### src/rtl/mem_pkg.sv
// mem_pkg: funct3 encodings, FSM state type, the data-memory command payload and
// access-size helpers shared by the MEM pipeline stage.
package mem_pkg;

    localparam int unsigned XLEN = 32;
    localparam int unsigned BE_W = XLEN / 8;
    localparam int unsigned RD_W = 5;
    localparam int unsigned F3_W = 3;

    // RV32I load encodings
    localparam logic [F3_W-1:0] F3_LB  = 3'b000;
    localparam logic [F3_W-1:0] F3_LH  = 3'b001;
    localparam logic [F3_W-1:0] F3_LW  = 3'b010;
    localparam logic [F3_W-1:0] F3_LBU = 3'b100;
    localparam logic [F3_W-1:0] F3_LHU = 3'b101;

    // RV32I store encodings
    localparam logic [F3_W-1:0] F3_SB  = 3'b000;
    localparam logic [F3_W-1:0] F3_SH  = 3'b001;
    localparam logic [F3_W-1:0] F3_SW  = 3'b010;

    typedef enum logic {
        IDLE = 1'b0,
        BUSY = 1'b1
    } mem_state_t;

    typedef enum logic [1:0] {
        SZ_BYTE = 2'b00,
        SZ_HALF = 2'b01,
        SZ_WORD = 2'b10
    } size_t;

    // Request held stable on the data-memory port while an access is outstanding
    typedef struct packed {
        logic            we;
        logic [XLEN-1:0] addr;
        logic [XLEN-1:0] wdata;
        logic [BE_W-1:0] be;
    } dmem_cmd_t;

    // Access size of a load; unknown encodings behave as a word load
    function automatic size_t load_size(input logic [F3_W-1:0] f3);
        size_t sz;
        case (f3)
            F3_LB, F3_LBU: sz = SZ_BYTE;
            F3_LH, F3_LHU: sz = SZ_HALF;
            default:       sz = SZ_WORD;
        endcase
        return sz;
    endfunction

    // Access size of a store; unknown encodings behave as a word store
    function automatic size_t store_size(input logic [F3_W-1:0] f3);
        size_t sz;
        case (f3)
            F3_SB:   sz = SZ_BYTE;
            F3_SH:   sz = SZ_HALF;
            F3_SW:   sz = SZ_WORD;
            default: sz = SZ_WORD;
        endcase
        return sz;
    endfunction

    // Halfwords must be 2-byte aligned, words 4-byte aligned
    function automatic logic is_misaligned(input size_t sz, input logic [1:0] addr_lo);
        logic bad;
        case (sz)
            SZ_BYTE: bad = 1'b0;
            SZ_HALF: bad = addr_lo[0];
            default: bad = (addr_lo != 2'b00);
        endcase
        return bad;
    endfunction

    // Byte enables for a store of the given size at the given lane
    function automatic logic [BE_W-1:0] store_be(input size_t sz, input logic [1:0] addr_lo);
        logic [BE_W-1:0] be;
        case (sz)
            SZ_BYTE: be = BE_W'(1) << addr_lo;
            SZ_HALF: be = BE_W'(3) << addr_lo;
            default: be = {BE_W{1'b1}};
        endcase
        return be;
    endfunction

    // Store data replicated across every lane the size can occupy
    function automatic logic [XLEN-1:0] store_wdata(input size_t sz, input logic [XLEN-1:0] d);
        logic [XLEN-1:0] w;
        case (sz)
            SZ_BYTE: w = {4{d[7:0]}};
            SZ_HALF: w = {2{d[15:0]}};
            default: w = d;
        endcase
        return w;
    endfunction

endpackage

### src/rtl/load_extend.sv
// load_extend: picks the addressed byte/halfword lane of a raw read word and
// sign- or zero-extends it according to the load funct3.
module load_extend
    import mem_pkg::*;
(
    input  logic [XLEN-1:0] rdata_i,
    input  logic [1:0]      addr_lo_i,
    input  logic [F3_W-1:0] funct3_i,
    output logic [XLEN-1:0] data_o
);

    logic [7:0]  byte_sel;
    logic [15:0] half_sel;

    // Lane select: byte by addr[1:0], halfword by addr[1]
    always_comb begin
        byte_sel = rdata_i[7:0];
        case (addr_lo_i)
            2'b00:   byte_sel = rdata_i[7:0];
            2'b01:   byte_sel = rdata_i[15:8];
            2'b10:   byte_sel = rdata_i[23:16];
            default: byte_sel = rdata_i[31:24];
        endcase
        half_sel = addr_lo_i[1] ? rdata_i[31:16] : rdata_i[15:0];
    end

    // Extension; unknown encodings pass the full word
    always_comb begin
        data_o = rdata_i;
        case (funct3_i)
            F3_LB:   data_o = {{24{byte_sel[7]}}, byte_sel};
            F3_LBU:  data_o = {24'h0, byte_sel};
            F3_LH:   data_o = {{16{half_sel[15]}}, half_sel};
            F3_LHU:  data_o = {16'h0, half_sel};
            F3_LW:   data_o = rdata_i;
            default: data_o = rdata_i;
        endcase
    end

endmodule

### config.mk
export PLATFORM = sky130hd
export DESIGN_NAME = load_extend
export DESIGN_NICKNAME = d
export VERILOG_FILES = /design/src/rtl/mem_pkg.sv /design/src/rtl/load_extend.sv
export SDC_FILE = /design/constraint.sdc
export NUM_CORES = 1
export LEC_CHECK = 0
export CAP_MARGIN = 20
export CORE_MARGIN = 1
export CORE_UTILIZATION = 35
export DETAILED_ROUTE_END_ITERATION = 8
export PLACE_DENSITY = 0.89
export SYNTH_ARGS = -nofsm -noshare
export SYNTH_HDL_FRONTEND = slang
export SYNTH_SLANG_ARGS = --single-unit
### constraint.sdc
create_clock -name vclk -period 3.9
set_clock_uncertainty 0.2 [all_clocks]
set_input_delay 0.585 -clock vclk [all_inputs]
set_output_delay 0.585 -clock vclk [all_outputs]
set_load 0.05 [all_outputs]
Word level (Yosys, flattened, before mapping)
Index checks and enable logic that the tools add are counted.
{"block": "op_classes", "n_eq_ne": 5, "muxes": 3, "reduce_logical": 2}
{"cell": "32-bit case mux with 4 select lines", "count": 1}
{"cell": "8-bit case mux with 3 select lines", "count": 1}
{"cell": "16-bit 2-to-1 mux", "count": 1}
{"cell": "3-bit == test (second input constant)", "count": 2}
{"cell": "3-bit by 1-bit == test with 1-bit output (second input constant)", "count": 1}
{"cell": "3-bit logical NOT", "count": 1}
{"cell": "2-bit by 1-bit == test with 1-bit output (second input constant)", "count": 1}
{"cell": "2-bit == test (second input constant)", "count": 1}
{"cell": "2-bit logical NOT", "count": 1}
{"block": "word_totals", "register_bits": 0, "inputBits": 37, "output_inout_bits": 32, "wordCells": 10}

Depth between registers and ports, before layout
Gate-level depths: netlist of the first run.
{"block": "depth", "word_depth": 3, "mapped_depth": 5, "ltp_nobuf": 3}

Worst setup path before layout of the first run
No wires, ideal clock.
{"block": "synth_timing", "kind": "input port to output port", "start": "input funct3_i[1]", "end": "output data_o[0]", "arrival_ns": 2.383, "required_ns": 3.115, "slack_ns": 0.732, "stages": 5, "path_buffers": 2, "cell_sequence": "buf_2 > clkinv_1 > buf_2 > a21oi_1 > a311oi_1"}
{"block": "synth_via", "elab_chain_cells": 2, "word_cells_on_any_way": 5, "cone_classes": "eq/ne: 3; mux: 1; reduce/logical: 1"}
{"item": "start: declaration", "line": "load_extend.sv:8", "source": "input logic [F3_W-1:0] funct3_i,"}
{"item": "3-bit == test (tied with other cells)", "line": "load_extend.sv:30", "source": "case (funct3_i)"}
{"item": "32-bit case mux with 4 select lines (*)", "line": "load_extend.sv:30"}
{"item": "end: declaration", "line": "load_extend.sv:9", "source": "output logic [XLEN-1:0] data_o"}
Mark *: on every way between the ends. The rest lies on a longest branch, timed or not.

Final worst setup path of the first run
{"block": "layout_timing", "start": "input funct3_i[1]", "end": "output data_o[26]"}
The elaborated chain is that of the path after synthesis.

==> key figures, run 1 <==
Hold path
  – Hold wc startpoint: rdata_i[20]
  – Hold Path Stages: 4
  – Endpoint, Worst Hold: data_o[4]
  – Hold Path Class: in2out

Layout
  – Area Growth Syn to Fin: 102%
  – Diodes inserted: 0
  – # clk buffers: 0
  – FF+latch count: 0
  – Nets: 233
  – Layout cells sized above 1: 24.7%
  – Fin area: 0.00196 mm2
  – Fillers: 172
  – Register area: 0 um2

Critical path
  – CP max stage cell: clkdlybuf4s50_1
  – Startpoint types: primary input
  – WP data required: 3.12 ns
  – CP endpoint kind: output port
  – Crit-path max FO: 16
  – Kind of critical path: in2out
  – Cell breakdown of the critical path: clkdlybuf4s50_1 -> clkinv_1 -> o31a_1 -> o22ai_1 -> buf_12
  – Buf+Inv Stages, Crit Path: 3
  – Family with the most delay on the worst path: buffers and inverters
  – Critical Path AT: 2.74 ns
  – CP max stage delay: 0.76 ns

Drt
  – Via count: 1,421
  – DRC viols: 0
  – Metal3 WL: 340 um
  – Vias/cell: 6.34
  – WL met2: 2140 um
  – Met1 Wirelength: 1450 um
  – Uppermost layer routed: met4
  – Initial detailed-routing violation count: 42
  – Wire length per cell: 18.1 um
  – Routed Antenna Nets: 0
  – First-pass DRT Iterations: 4
  – Post-Route WL: 4050 um

Clocking
  – Hold buffers post-CTS: 0
  – Cts repair resizes: 0
  – Setup bufs post-CTS: 0

Logic synthesis
  – Yosys Warn Count: 0
  – Cell variety after synth: 26
  – Syn_nets: 170
  – Mean post-synth cell area: 7.29 um2
  – Sequential share of the synthesized area: 0%
  – Area leader, netlist: mux4_1
  – Yosys top cell area share: 19.0%
  – Top post-synthesis cells by area: mux4_1 (19%), nor2_1 (10%), o22ai_1 (10%)
  – Gate Count Post-Synth: 133
  – Netlist Area Pre-Place: 970 um2

Timing
  – Fin crit share: 90.4%
  – Final TNS setup: 0 ns
  – Fin. Hold Viols: 0
  – Peak Freq: 284 MHz
  – Worst slew pin tran: 0.676 ns
  – Slew margin rel.: 54.9%
  – Minimum clock period after layout: 3.52 ns
  – Final setup viols: 0
  – Fin. max-slew vios: 0
  – RSZ-0062 raised after global routing: false

Floorplan
  – Initial core utilization: 38.1%
  – Die ar.: 0.00298 mm2
  – Chip width: 54.6 um
  – Core Region: 0.00254 mm2
  – Die height: 54.6 um
  – Row cnt: 18
  – Io pins: 69

Power and ir drop
  – Pwr Density: 217 mW/mm2
  – LEAKAGE: 0.000812 uW
  – Power Total: 424 uW
  – Peak VDD IR: 0.155 mV

Global routing
  – Number of global-route vias before repair: 1,345
  – Remaining global-route overflow: 0
  – Initial antenna violation count: 0
  – Overall Global Routing Usage: 29.3%
  – First-pass GRT wire length: 6400 um
  – Largest net degree at the start of global routing: 30

Place
  – Final GP Congestion: 0.813
  – DP HPWL: 3140 um
  – Placed cell areas: 0.00196 mm2
  – Port buffer count: 69

Job
  – Max-cap violations: 0

Outcome
  – Outcome: finished, final reports clean
[cell families after synthesis]
family | Yosys count | share of synthesized area [%]
and+or+nand+nor | 46 | 20.9
muxes | 11 | 24.1
buffers and inverters | 25 | 15.4
AOI/OAI and AO/OA | 51 | 39.6
[layout make-up]
| type | instances | area (um2) | share of cell area, % |
|---|---|---|---|
| Timing Repair Buffer | 76 | 1060 | 54.3 |
| Inverter | 10 | 37.5 | 1.92 |
| Multi-Input combinational cell | 108 | 821 | 41.9 |
| Tap cell | 30 | 37.5 | 1.92 |
[synthesized netlist by cell type, types with 3 or more instances]
master and count:
o221ai_1 3, buf_6 6, o22ai_1 16, nor2_1 27, inv_1 8, o221ai_2 4
nor2b_1 10, mux4_1 7, a21oi_1 15, a311oi_1 7, buf_2 5, nand2_1 7
[worst min-delay path: stages]
cell and delay [ns]:
clkdlybuf4s50_1 0.44, inv_1 0.07, a311oi_1 0.12, buf_12 0.15
[metal layers]
| metal | vias to the layer above | global-route usage [%] |
|---|---|---|
| li1 | 637 | - |
| met1 | 680 | 34.4 |
| met2 | 89 | 52.8 |
| met3 | 15 | 4.72 |
| met4 | 0 | 9.83 |
| met5 | - | 0 |
[through the flow]
step	util (%)	setup WS [ns]	hold WS, ns	instances
final	77.0	0.375	1.75	224
after global routing	77.0	0.259	1.76	224
after CTS	77.0	0.417	1.75	224
after detailed placement	77.0	0.426	1.75	224
after global placement	77.0	0.512	1.72	224
after floorplan	-	0.732	1.23	133
[where the power goes]
| group | internal (uW) | switching (uW) | total [uW] | leakage [uW] |
|---|---|---|---|---|
| clock | 0 | 0 | 0 | 0 |
| combinational | 198 | 226 | 424 | 0.000812 |
| sequential | 0 | 0 | 0 | 0 |
[cell usage in the layout, fill, tap and decap left out]
| cell type | instances |
|---|---|
| o221ai_1 | 3 |
| nand2b_1 | 1 |
| o221ai_2 | 4 |
| inv_2 | 1 |
| mux2_4 | 2 |
| nor2b_1 | 10 |
| a21oi_1 | 15 |
| o22ai_1 | 16 |
| mux4_1 | 7 |
| nand2_1 | 7 |
| buf_4 | 7 |
| o31a_1 | 1 |
| clkdlybuf4s50_1 | 37 |
| buf_12 | 32 |
| a22oi_4 | 1 |
| inv_1 | 8 |
| mux2i_1 | 2 |
| o21ai_0 | 1 |
| clkinv_1 | 1 |
| nor2_1 | 27 |
| or2_2 | 1 |
| o2bb2ai_1 | 1 |
| a311oi_1 | 7 |
| a221oi_1 | 2 |
[how the worst max path moves through the flow]
stage | startpoint | endpoint | cells past startpoint
after floorplan | funct3_i[1] | data_o[0] | 5
after global placement | funct3_i[1] | data_o[31] | 5
after detailed placement | funct3_i[1] | data_o[31] | 5
after CTS | funct3_i[1] | data_o[31] | 5
after global routing | funct3_i[1] | data_o[26] | 5
final | funct3_i[1] | data_o[26] | 5
Note: power is estimated with default switching activity, not from simulation.
==> inputs of run 2 (changes only) <==
Settings changed: CAP_MARGIN 20 to 40.
Clock period 3.9 ns to 4.33 ns, I/O delays scaled along.
==> key figures, run 2 (synthesis gave the netlist of run 1 again) <==
Timing
  – Slew margin rel.: 52.3%
  – Final TNS setup: 0 ns
  – Peak Freq: 268 MHz
  – Worst slew pin tran: 0.715 ns
  – Final setup viols: 0
  – Fin. max-slew vios: 0
  – Minimum clock period after layout: 3.73 ns
  – RSZ-0062 raised after global routing: false
  – Final hold slack: 1.87 ns
  – Fin crit share: 86.2%
  – Fin. Hold Viols: 0

Layout
  – Register area: 0 um2
  – Post-route insts no fill: 220
  – Fin area: 0.00193 mm2
  – Nets: 229
  – Most frequent cells in the layout: clkdlybuf4s50_1 (37), buf_12 (32), nor2_1 (27)
  – Area Growth Syn to Fin: 99.0%
  – Fillers: 181
  – Layout cells sized above 1: 23.2%
  – # clk buffers: 0
  – Commonest non-fill, non-tap cell in the layout: clkdlybuf4s50_1
  – Diodes inserted: 0
  – FF+latch count: 0

Power and ir drop
  – Peak VDD IR: 0.154 mV
  – LEAKAGE: 0.000793 uW
  – Power Total: 377 uW
  – Pwr Density: 195 mW/mm2

Drt
  – Post-Route WL: 3840 um
  – Metal3 WL: 262 um
  – First-pass DRT Iterations: 4
  – Met1 Wirelength: 1500 um
  – Initial detailed-routing violation count: 46
  – Vias/cell: 6.26
  – Via count: 1,377
  – Routed Antenna Nets: 0
  – WL met2: 2030 um
  – DRC viols: 0
  – Uppermost layer routed: met4
  – Wire length per cell: 17.5 um

Clocking
  – Setup bufs post-CTS: 0
  – Hold buffers post-CTS: 0
  – Cts repair resizes: 0

Critical path
  – Startpoint types: primary input
  – Crit-path max FO: 24
  – CP endpoint kind: output port
  – WP data required: 3.48 ns
  – Critical Path AT: 2.88 ns
  – Kind of critical path: in2out

Floorplan
  – Initial core utilization: 38.1%
  – Core Region: 0.00254 mm2
  – Io pins: 69
  – Chip width: 54.6 um
  – Row cnt: 18
  – Die ar.: 0.00298 mm2
  – Die height: 54.6 um

Hold path
  – Hold Path Class: in2out
  – Hold wc startpoint: rdata_i[5]
  – Hold Path Stages: 4
  – Endpoint, Worst Hold: data_o[5]

Place
  – DP HPWL: 2770 um
  – Dpl cells: 220
  – Final GP Congestion: 0.838
  – Placed cell areas: 0.00193 mm2
  – Port buffer count: 69

Global routing
  – Remaining global-route overflow: 0
  – Largest net degree at the start of global routing: 30
  – Initial antenna violation count: 0
  – First-pass GRT wire length: 5890 um
  – Number of global-route vias before repair: 1,236
  – Overall Global Routing Usage: 26.4%

Outcome
  – Outcome: finished, final reports clean

Job
  – Max-cap violations: 0
run 2: changes by cell type in the layout (fill, tap and decap cells not counted), sizes merged:
| cell | change |
|---|---|
| buf | -4 |
run 2: worst max-delay path: stages:
cell             delay (ns)
clkdlybuf4s50_1        0.76
mux2_4                 0.36
a22oi_4                0.61
o221ai_1               0.28
buf_12                 0.22
run 2: report_power, final:
part           switching, uW  internal (uW)
Combinational            201            176
Clock                      0              0
Sequential                 0              0
Total                    201            176
run 2: metal layers:
layer | GRT usage (%) | vias to the layer above
li1 | - | 628
met1 | 32.2 | 668
met2 | 49.2 | 75
met3 | 2.22 | 6
met4 | 5.56 | 0
met5 | 0 | -
run 2: worst max-delay path by stage:
stage            endpoint  slack, ns  depth (start not counted)          from
2_1_floorplan   data_o[0]       1.03                          5   funct3_i[1]
3_3_place_gp   data_o[13]       0.69                          5  addr_lo_i[0]
3_5_place_dp   data_o[13]       0.59                          5  addr_lo_i[0]
4_1_cts        data_o[13]       0.59                          5  addr_lo_i[0]
5_1_grt        data_o[13]       0.50                          5  addr_lo_i[0]
6_report       data_o[13]       0.60                          5  addr_lo_i[0]
run 2: area by class of cell:
type | count | area, um2 | area share [%]
inverters | 10 | 37.5 | 1.95
multi-input cells | 108 | 821 | 42.5
well taps | 30 | 37.5 | 1.95
repair buffers | 72 | 1030 | 53.6
run 2: stage by stage:
stage / worst slack (ns) / util (%)
6_report: 0.599 / 75.8
5_1_grt: 0.504 / 75.8
4_1_cts: 0.589 / 75.8
3_5_place_dp: 0.588 / 75.8
3_3_place_gp: 0.693 / 75.8
2_1_floorplan: 1.03 / -
